===== src/rtl/mem_dma.sv =====
// mem_dma: word-granular copy/fill DMA initiator on the system memory bus.
// Each word runs RD -> RGAP -> WR -> WGAP (fill skips the read half); the gaps let responders rearm.
module mem_dma #(
  parameter int unsigned COUNT_W = 16
) (
  input  logic               clk,
  input  logic               reset,
  input  logic               start_in,
  input  logic               fill_in,
  input  logic [31:0]        src_in,
  input  logic [31:0]        dst_in,
  input  logic [COUNT_W-1:0] count_in,
  input  logic [31:0]        fill_value_in,
  input  logic               abort_in,
  output logic               busy_out,
  output logic               done_out,
  output logic [COUNT_W-1:0] remaining_out,
  output logic [31:0]        address_out,
  output logic               sel_out,
  output logic [3:0]         write_mask_out,
  output logic [31:0]        write_value_out,
  input  logic [31:0]        read_value_in,
  input  logic               ready_in
);

  typedef enum logic [2:0] {StIdle, StRd, StRgap, StWr, StWgap, StDone} state_e;

  state_e      state;
  logic [31:0] src_addr;
  logic [31:0] dst_addr;
  logic        fill_mode;

  always_ff @(posedge clk) begin
    if (reset) begin
      state           <= StIdle;
      src_addr        <= '0;
      dst_addr        <= '0;
      fill_mode       <= 1'b0;
      busy_out        <= 1'b0;
      done_out        <= 1'b0;
      remaining_out   <= '0;
      address_out     <= '0;
      sel_out         <= 1'b0;
      write_mask_out  <= '0;
      write_value_out <= '0;
    end else begin
      done_out <= 1'b0;
      unique case (state)
        StIdle: begin
          if (start_in) begin
            src_addr      <= src_in & 32'hFFFF_FFFC;
            dst_addr      <= dst_in & 32'hFFFF_FFFC;
            fill_mode     <= fill_in;
            remaining_out <= count_in;
            busy_out      <= 1'b1;
            if (count_in == '0) begin
              // Empty job: pass through the idle gap so DONE follows with no bus activity.
              state <= StWgap;
            end else if (fill_in) begin
              state           <= StWr;
              sel_out         <= 1'b1;
              address_out     <= dst_in & 32'hFFFF_FFFC;
              write_mask_out  <= 4'b1111;
              write_value_out <= fill_value_in;
            end else begin
              state          <= StRd;
              sel_out        <= 1'b1;
              address_out    <= src_in & 32'hFFFF_FFFC;
              write_mask_out <= 4'b0000;
            end
          end
        end
        StRd: begin
          if (ready_in) begin
            write_value_out <= read_value_in;
            src_addr        <= src_addr + 32'd4;
            sel_out         <= 1'b0;
            state           <= StRgap;
          end
        end
        StRgap: begin
          state          <= StWr;
          sel_out        <= 1'b1;
          address_out    <= dst_addr;
          write_mask_out <= 4'b1111;
        end
        StWr: begin
          if (ready_in) begin
            dst_addr       <= dst_addr + 32'd4;
            remaining_out  <= remaining_out - COUNT_W'(1);
            sel_out        <= 1'b0;
            write_mask_out <= 4'b0000;
            state          <= StWgap;
          end
        end
        StWgap: begin
          // Abort is honoured only here, so a transfer in flight always finishes.
          if (remaining_out == '0 || abort_in) begin
            state    <= StDone;
            done_out <= 1'b1;
          end else if (fill_mode) begin
            state          <= StWr;
            sel_out        <= 1'b1;
            address_out    <= dst_addr;
            write_mask_out <= 4'b1111;
          end else begin
            state          <= StRd;
            sel_out        <= 1'b1;
            address_out    <= src_addr;
            write_mask_out <= 4'b0000;
          end
        end
        StDone: begin
          busy_out <= 1'b0;
          state    <= StIdle;
        end
        default: state <= StIdle;
      endcase
    end
  end

endmodule


===== config.mk =====
export PLATFORM = sky130hd
export DESIGN_NAME = mem_dma
export DESIGN_NICKNAME = d
export VERILOG_FILES = /design/src/rtl/mem_dma.sv
export SDC_FILE = /design/constraint.sdc
export NUM_CORES = 1
export LEC_CHECK = 0
export ABC_CLOCK_PERIOD_IN_PS = 2300
export CAP_MARGIN = 20
export CELL_PAD_IN_SITES_DETAIL_PLACEMENT = 0
export CELL_PAD_IN_SITES_GLOBAL_PLACEMENT = 1
export CORE_ASPECT_RATIO = 0.9
export CORE_UTILIZATION = 32
export DETAILED_ROUTE_END_ITERATION = 12
export PLACE_DENSITY_LB_ADDON = 0.15
export SYNTH_ARGS = -nofsm -noshare
export SYNTH_HDL_FRONTEND = slang
export SYNTH_SLANG_ARGS = --single-unit

===== constraint.sdc =====
create_clock -name clk -period 2.3 [get_ports clk]
set_input_delay 0.345 -clock clk [delete_from_list [all_inputs] [get_ports clk]]
set_output_delay 0.345 -clock clk [all_outputs]
set_load 0.02 [all_outputs]

==> metrics.cfg, run 1 <==
[outcome]
outcome = finished, final reports clean

[critical_path]
criticalPathCategory = flip-flop to flip-flop
reg2reg_depth = 9
reg2reg_from = remaining_out[0]
r2r-end = address_out[26]
start_kind = flip-flop
cp-end-kind = flip-flop
arrival_ns = 2.53
cp_max_fo = 6
cp.required_ns = 2.63
ff2ff_setup_slack_ns = 0.09

[min_path]
hold_depth = 2
holdCritStartpoint = reset
whs_endpoint = src_addr[10]
min_path_type = primary input to flip-flop

[global_route]
grt_pass1_wl_um = 54600
grt_pass1_vias = 9409
grt_use_total_pct = 24.8
antenna_found_initial = 1
overflow = 0
grt_max_degree = 65

[placed_design]
io_buffers = 232
dp_cells = 1720
hpwl_um = 25900
place_area_mm2 = 0.0121
pre_cts_slack_ns = -0.202
place_congestion = 0.820

[synthesis]
ys.flop_type = dfxtp_1
synth.most_common_cell = nand2_1
synthTopCellsByArea = dfxtp_1 33%, mux2_2 7.9%, nand2_1 6.8%
syn_nets = 1286
yosysTopAreaCellShare_pct = 33.2
synthArstFlopShare_pct = 0
yosysSeqAreaShare_pct = 33.2
synth_common_cells = 161 x nand2_1, 147 x dfxtp_1, 120 x nor2_1
syn_avg_cell_area_um2 = 7.81
syn-cell-area_mm2 = 0.00885
yosys.area.top_type = dfxtp_1
synth_edf_count = 0
ys_seq_elements = 147
ys_types = 74
synth_cells = 1133
yosysWarnings = 0

[pwr]
max-vdd-ir-drop_v = 0.000467
power.leakage_nw = 4.66
powerDensity_mw_per_mm2 = 705
p_total_w = 0.00902

[finish]
drive_above_1_share_pct = 16.4
area_growth_pct = 44.5
n_antenna_cell = 0
nNetsFinal = 1542
fin_cells = 1756
fill_cells = 2728
final_area_mm2 = 0.0128
post-route-util_pct = 47.2

[sta]
worst-slew-pin-transition_ns = 0.580
fmax_mhz = 453
finalCritPeriodShare_pct = 95.9
hold_violations = 0
drv_slew = 0
setup_viol = 0
post-route-min-period_ns = 2.21
setup_ws_ns = 0.0937
max-slew-margin-rel_pct = 60.8
rsz0062_at_grt = false
skew_ns = 0.0193

[cts]
cts-buffers-inserted = 17
clockBufferDepth = 2
clock-sinks = 147
cts-root-buf = clkbuf_16
clk_latency_ns = 0.44
htreeDepth = 4
path_clk_slew_ns = 0.08
cts_tree = done
cts.hold.buffers_added = 0

[die]
core_region_area_mm2 = 0.0271
die_area_mm2 = 0.0283
die_y_um = 160
rows = 57
die_w_um = 177
io_pins = 237
initial_core_util_pct = 32.7

[detailed_routing]
drc = 0
vias = 9865
drt_iter0_drc = 804
wire_per_inst_um = 20.4
firstDrtPassIters = 7
postRouteAntennaNets = 0
viasPerCell = 5.62
wl_um = 35700

[flow_run]
timing.max_cap.violations = 0

[through the flow]
step           setup TNS [ns]  hold WS, ns
6_report                    0        0.311
5_1_grt                     0        0.308
3_5_place_dp            -7.25        0.459
4_1_cts                     0        0.287
2_1_floorplan               0        0.444
3_3_place_gp            -6.34        0.452
[metal layers]
layer	wire [µm]	GRT usage, %	vias up	part of all wire [%]
met1	16600	35.3	4631	47
li1	-	-	4775	-
met5	0	0	-	0
met3	2850	4.88	46	8.0
met2	15600	37.7	413	44
met4	617	6.88	0	1.7
[worst max path at each step]
stage,startpoint,to,slack [ns],depth (start not counted)
floorplan,remaining_out[1],address_out[12],0.0001,8
global placement,count_in[11],write_value_out[11],-0.14,7
detailed placement,count_in[11],write_value_out[9],-0.20,7
CTS,remaining_out[0],address_out[14],0.02,8
global route,state[1],address_out[23],0.004,8
finish,remaining_out[0],address_out[26],0.09,9
[cells in the final DEF (no fill, tap or decap), types with 9 or more instances in the layout]
cell | synthesis | routed
nor3_1 | 28 | 27
or4_1 | 10 | 10
a22oi_1 | 13 | 13
dfxtp_1 | 147 | 146
clkbuf_16 | 0 | 18
mux2i_1 | 10 | 10
o31ai_1 | 9 | 9
a211oi_1 | 18 | 18
a311oi_1 | 38 | 38
a31oi_1 | 15 | 15
nor2b_1 | 30 | 30
nand2_1 | 161 | 161
nand3_1 | 28 | 28
buf_4 | 4 | 94
nor4_1 | 25 | 25
o21ai_0 | 55 | 55
inv_1 | 13 | 13
a222oi_1 | 30 | 30
mux2_2 | 62 | 62
nor2_1 | 120 | 119
clkdlybuf4s50_1 | 0 | 230
buf_12 | 0 | 11
nand4_1 | 17 | 17
a21oi_1 | 70 | 69
[power breakdown]
part           switching [W]  total [W]  internal [W]  leakage, nW
Combinational        0.00156    0.00297       0.00141         3.16
Sequential          0.000270    0.00313       0.00286         1.21
Clock                0.00124    0.00292       0.00167        0.292
[flip-flops by register name (all words and copies together), names as in the netlist, 3 cells and up]
name             flops
state                3
src_addr            30
remaining_out       16
write_value_out     32
dst_addr            30
address_out         31
[cell families (layout without fill, tap and decap cells)]
group,Yosys count,after routing,share of synthesized area (%)
buf+inv,116,385,5.67
simple gates,482,482,26.7
mux,72,72,9.02
fa+ha+maj,3,3,0.424
compound gates,313,313,25.0
flops,147,147,33.2
[final cells by class]
type                       count  area, µm²  area share (%)
clock buffer                  19        453            3.54
clock inverter                13        149            1.16
inverter                      13       48.8           0.381
multi-input combinational    870       5460            42.7
timing repair buffer         340       3300            25.8
sequential                   147       2940            23.0
tap                          354        443            3.46
[critical path, stage by stage, from the launching register on]
cell and delay [ns]:
dfxtp_2 0.33, inv_1 0.05, ha_2 0.20, nor3b_2 0.17
and4_4 0.20, a211o_1 0.29, a31oi_4 0.16, buf_12 0.15
buf_4 0.18, mux2_2 0.35
[timing repair]
action	4_1_cts	5_1_grt
resized for setup	0	6
setup endpoints to repair	0	36
setup buffers	0	3
Note: power is estimated with default switching activity, not from simulation.
==> inputs of run 2 (changes only) <==
- SLEW_MARGIN: default -> 25
==> metrics.cfg, run 2 (same netlist as run 1, synthesis figures left out) <==
[critical_path]
cp-endpoint = address_out[28]
crit_path_top_delay_cell = mux2_2
start_kind = flip-flop
cp-end-kind = flip-flop
r2r-end = address_out[28]
arrival_ns = 2.56  ; +0.03 ns
critPathLaunch = remaining_out[0]
worstSetupPathDepth = 9  ; unchanged
criticalPathCategory = flip-flop to flip-flop
reg2reg_depth = 9  ; unchanged
cp_max_fo = 6  ; unchanged
path_cells = inv_1, ha_2, nor3b_2, and4_2, a211o_1, a31oi_4, buf_12, buf_4, mux2_2
reg2reg_from = remaining_out[0]
cp.required_ns = 2.63  ; about the same
ff2ff_setup_slack_ns = 0.07  ; -0.03 ns
cp.buffers_inverters = 3  ; unchanged
critPathTopFamily = compound AO/OA/AOI/OAI gates
max_stage_delay_ns = 0.34  ; about the same

[detailed_routing]
viasPerCell = 5.67  ; +0.88%
vias = 9940  ; +0.76%
postRouteAntennaNets = 0  ; unchanged
firstDrtPassIters = 7  ; unchanged
drc = 0  ; unchanged
wire_per_inst_um = 20.5  ; +0.60%
drt_iter0_drc = 884  ; +10%
wl_um = 35900  ; +0.48%

[pwr]
powerDensity_mw_per_mm2 = 694  ; -1.7%
max-vdd-ir-drop_v = 0.000463  ; -0.92%
power.leakage_nw = 4.63  ; -0.78%
p_comb_share_pct = 33.7  ; +0.8 points
clkPwrFrac_pct = 30.9  ; -1.5 points
p_sw_w = 0.00306  ; -0.57%
seqPwrFrac_pct = 35.5  ; +0.8 points
swShare_pct = 34.6  ; +0.53 points
p_int_w = 0.00578  ; -2.9%

[sta]
finalCritPeriodShare_pct = 97.0  ; +1.1 points
skew_ns = 0.0162  ; -0.00312 ns
drv_slew = 0  ; unchanged
hold_violations = 0  ; unchanged
worst_hold_slack_ns = 0.309  ; -0.00203 ns
rsz0062_at_grt = false
post-route-min-period_ns = 2.23  ; +0.0258 ns
max-slew-margin-rel_pct = 47.3  ; -13 points
worst-slew-pin-transition_ns = 0.788  ; +0.208 ns
fmax_mhz = 448  ; -1.2%
setup_viol = 0  ; unchanged

[finish]
layout_commonest_cell = clkdlybuf4s50_1
largest_reg_flops = 32  ; unchanged
reg_top3 = write_value_out: 32 flops, address_out: 31 flops
largest-register = write_value_out
seqCellArea_mm2 = 0.00294  ; unchanged
area_growth_pct = 43.8
post-route-util_pct = 47.0  ; -0.22 points
nNetsFinal = 1541  ; -0.065%
fin_cells = 1754  ; -0.11%
fill_cells = 2733  ; +0.18%
n_antenna_cell = 0  ; unchanged
drive_above_1_share_pct = 16.4  ; +0.023 points
multi_input_area_mm2 = 0.00547  ; +0.14%
final_cell_mix = 230 x clkdlybuf4s50_1, 161 x nand2_1, 146 x dfxtp_1

[cts]
clockBufferDepth = 2  ; unchanged
clock-sinks = 147  ; unchanged
htreeDepth = 4  ; unchanged
clk_latency_ns = 0.44  ; about the same
path_clk_slew_ns = 0.07  ; about the same
cts_tree = done
cts-buffers-inserted = 17  ; unchanged
cts-root-buf = clkbuf_16
cts.hold.buffers_added = 0  ; unchanged

[global_route]
grt_use_total_pct = 24.8  ; -0.026 points
overflow = 0  ; unchanged
grt_pass1_vias = 9287  ; -1.3%
grt_pass1_wl_um = 54700  ; about the same
grt_max_degree = 65  ; unchanged
antenna_found_initial = 1  ; unchanged

[die]
die_y_um = 160  ; unchanged
rows = 57  ; unchanged
io_pins = 237  ; unchanged
die_w_um = 177  ; unchanged
initial_core_util_pct = 32.7  ; unchanged
core_region_area_mm2 = 0.0271  ; unchanged
die_area_mm2 = 0.0283  ; unchanged

[placed_design]
hpwl_um = 25700  ; -0.48%
io_buffers = 232  ; unchanged
dp_cells = 1719  ; -0.058%
place_congestion = 0.820  ; unchanged

[flow_run]
timing.max_cap.violations = 0  ; unchanged

[outcome]
outcome = finished, final reports clean

[min_path]
min_path_type = primary input to flip-flop

-- run 2: how the worst min path moves through the flow --
stage	start	end	slack, ns	depth (start not counted)
after floorplan	fill_mode	fill_mode	0.44	2
after global placement	sel_out	sel_out	0.45	1
after detailed placement	sel_out	sel_out	0.47	1
after CTS	reset	src_addr[10]	0.28	2
after global routing	reset	src_addr[10]	0.31	2
final	reset	src_addr[10]	0.31	2
-- run 2: area by class of cell --
class / instances / area share, %
clock buffer: 18 / 3.45
clock inverter: 13 / 0.875
inverter: 13 / 0.383
multi-input combinational: 870 / 42.9
sequential: 147 / 23.1
tap: 354 / 3.48
timing repair buffer: 339 / 25.8
-- run 2: worst register-to-register path, cell delays in order, from the launching register on --
cell     delay (ns)
dfxtp_2        0.33
inv_1          0.05
ha_2           0.20
nor3b_2        0.17
and4_2         0.25
a211o_1        0.29
a31oi_4        0.16
buf_12         0.15
buf_4          0.18
mux2_2         0.35
-- run 2: per-stage QoR --
stage	worst slack [ns]	total power (W)	area [µm²]	setup TNS [ns]
floorplan	0.000102	0.00470	8850	0
global placement	-0.143	0.00608	12100	-6.34
detailed placement	-0.180	0.00610	12100	-5.86
CTS	0.0245	0.00883	12700	0
global route	0.00235	0.00924	12700	0
finish	0.0679	0.00883	12700	0
-- run 2: layer usage --
layer / vias to the layer above / global-route usage, % / wire, µm
li1: 4770 / - / -
met1: 4736 / 35.3 / 16900
met2: 396 / 38.0 / 15900
met3: 38 / 4.50 / 2480
met4: 0 / 6.49 / 571
met5: - / 0 / 0
-- run 2: timing repair --
action	in CTS	in global routing
setup buffers	0	3
gates resized for setup	0	7
endpoints found under the setup margin	0	36
-- run 2: power by group through the flow --
| stage | logic [W] | clock network (W) | registers (W) |
|---|---|---|---|
| finish | 0.00297 | 0.00273 | 0.00313 |
| global route | 0.00320 | 0.00286 | 0.00318 |
| CTS | 0.00293 | 0.00277 | 0.00313 |
| detailed placement | 0.00292 | 0 | 0.00318 |
| global placement | 0.00290 | 0 | 0.00318 |
| floorplan | 0.00133 | 0 | 0.00337 |
==> inputs of run 3 (changes only) <==
- REMOVE_ABC_BUFFERS: default -> 1
==> metrics.cfg, run 3 (same netlist as run 1, synthesis figures left out) <==
[finish]
largest-register = write_value_out
nNetsFinal = 1537  ; -0.26%
final_cell_mix = 230 x clkdlybuf4s50_1, 161 x nand2_1, 146 x dfxtp_1
layout_commonest_cell = clkdlybuf4s50_1
reg_top3 = write_value_out: 32 flops, address_out: 31 flops
n_antenna_cell = 0  ; unchanged
largest_reg_flops = 32  ; unchanged
fin_cells = 1751  ; -0.17%
final_area_mm2 = 0.0128  ; +0.32%
drive_above_1_share_pct = 16.0  ; -0.47 points
area_growth_pct = 44.3
post-route-util_pct = 47.1  ; +0.15 points

[critical_path]
r2r-end = address_out[22]
crit_path_top_delay_cell = mux2_2
start_kind = flip-flop
cp_max_fo = 16  ; +10
path_cells = inv_1, ha_2, nor3b_1, and4_2, a211o_1, a31oi_4, buf_12, buf_12, mux2_2
cp-end-kind = flip-flop
critPathLaunch = remaining_out[0]
cpMostUsedCell = buf_12
cp-endpoint = address_out[22]
arrival_ns = 2.57  ; about the same
criticalPathCategory = flip-flop to flip-flop
max_stage_delay_ns = 0.35  ; about the same
cp.required_ns = 2.63  ; about the same
ff2ff_setup_slack_ns = 0.06  ; about the same
reg2reg_depth = 9  ; unchanged
reg2reg_from = remaining_out[0]

[sta]
rsz0062_at_grt = false
post-route-min-period_ns = 2.24  ; +0.00396 ns
max-slew-margin-rel_pct = 61.3  ; +14 points
skew_ns = 0.0154  ; -0.000740 ns
fmax_mhz = 447  ; -0.18%
finalCritPeriodShare_pct = 97.2  ; +0.17 points
worst-slew-pin-transition_ns = 0.580  ; -0.208 ns
drv_slew = 0  ; unchanged
setup_viol = 0  ; unchanged
hold_violations = 0  ; unchanged

[global_route]
grt_util_met1_pct = 34.5  ; -0.80 points
use_met3_pct = 4.98  ; +0.48 points
busiest_layer = met2
grt_max_degree = 91  ; +40%
grt_pass1_vias = 9330  ; +0.46%
overflow = 0  ; unchanged
antenna_found_initial = 0  ; -1
grtUsageMet2_pct = 36.0  ; -2.1 points
grt_pass1_wl_um = 53200  ; -2.7%
grt_use_total_pct = 23.9  ; -0.89 points

[die]
initial_core_util_pct = 32.7  ; unchanged
die_area_mm2 = 0.0283  ; unchanged
die_y_um = 160  ; unchanged
die_w_um = 177  ; unchanged
io_pins = 237  ; unchanged
core_region_area_mm2 = 0.0271  ; unchanged
rows = 57  ; unchanged

[cts]
path_clk_slew_ns = 0.07  ; about the same
cts_tree = done
htreeDepth = 4  ; unchanged
clk_latency_ns = 0.45  ; about the same
cts-buffers-inserted = 17  ; unchanged
clockBufferDepth = 2  ; unchanged
cts-root-buf = clkbuf_16
clock-sinks = 147  ; unchanged

[detailed_routing]
vias = 9866  ; -0.74%
viasPerCell = 5.63  ; -0.57%
drt_iter0_drc = 946  ; +7.0%
drc = 0  ; unchanged
firstDrtPassIters = 6  ; -1
postRouteAntennaNets = 0  ; unchanged
wl_um = 34000  ; -5.2%
wire_per_inst_um = 19.4  ; -5.1%

[pwr]
powerDensity_mw_per_mm2 = 696  ; +0.29%
max-vdd-ir-drop_v = 0.000481  ; +3.9%
power.leakage_nw = 4.63  ; +0.16%

[min_path]
min_path_type = primary input to flip-flop

[placed_design]
io_buffers = 232  ; unchanged
place_area_mm2 = 0.0121  ; +0.28%
place_congestion = 0.850  ; +3.7%
dp_cells = 1717  ; -0.12%
hpwl_um = 24000  ; -7.0%

[outcome]
outcome = finished, final reports clean

[flow_run]
timing.max_cap.violations = 0  ; unchanged

[run 3: changes by cell type in the layout (fill, tap and decap cells not counted), sizes merged]
cell,before,now
inv,14,19
clkinv,7,4
clkinvlp,4,3
buf,108,104
[run 3: worst min-delay path by stage]
stage                       endpoint  depth (start not counted)     from
global placement             sel_out                          1  sel_out
CTS                 remaining_out[8]                          2    reset
finish              remaining_out[8]                          2    reset
floorplan               dst_addr[11]                          1    reset
global route        remaining_out[3]                          2    reset
detailed placement           sel_out                          1  sel_out
[run 3: per-stage QoR]
stage	hold WS, ns	worst slack, ns	total power (W)	TNS (ns)
floorplan	0.414	-2.28	0.00457	-135.85
global route	0.264	0.0135	0.00936	0
CTS	0.253	0.0495	0.00891	0
global placement	0.455	-0.0733	0.00604	-2.12
detailed placement	0.457	-0.143	0.00606	-3.63
finish	0.256	0.0640	0.00889	0
[run 3: power by group]
| group | internal, W | total (W) | switching, W |
|---|---|---|---|
| registers | 0.00286 | 0.00313 | 0.000267 |
| clock network | 0.00155 | 0.00283 | 0.00128 |
| logic | 0.00141 | 0.00292 | 0.00152 |
[run 3: layout make-up]
class | instances | area [µm²]
fillers | 2707 | 14300
clock buffers | 18 | 439
well taps | 354 | 443
clock inverters | 14 | 145
inverters | 13 | 48.8
repair buffers | 335 | 3310
flip-flops and latches | 147 | 2940
multi-input cells | 870 | 5440
[run 3: timing repair]
| item | CTS | global route |
|---|---|---|
| resized for setup | 0 | 4 |
| endpoints found under the setup margin | 0 | 30 |
| setup buffers | 0 | 1 |
| hold buffers | 0 | 0 |
| hold endpoints to repair | 0 | 0 |
[run 3: layer usage]
layer,up-vias,part of all wire [%]
met3,36,7.6
met1,4664,47
met2,404,44
met4,0,1.2
li1,4762,-
met5,-,0
[run 3: critical path, delay by kind of cell (launching register included)]
family,cells,cell delay [ns]
multiplexers,1,0.35
adder cells (fa/ha/maj),1,0.21
flip-flops,1,0.33
buffers and inverters,3,0.35
AND/OR/NAND/NOR,2,0.40
AO/OA/AOI/OAI,2,0.45
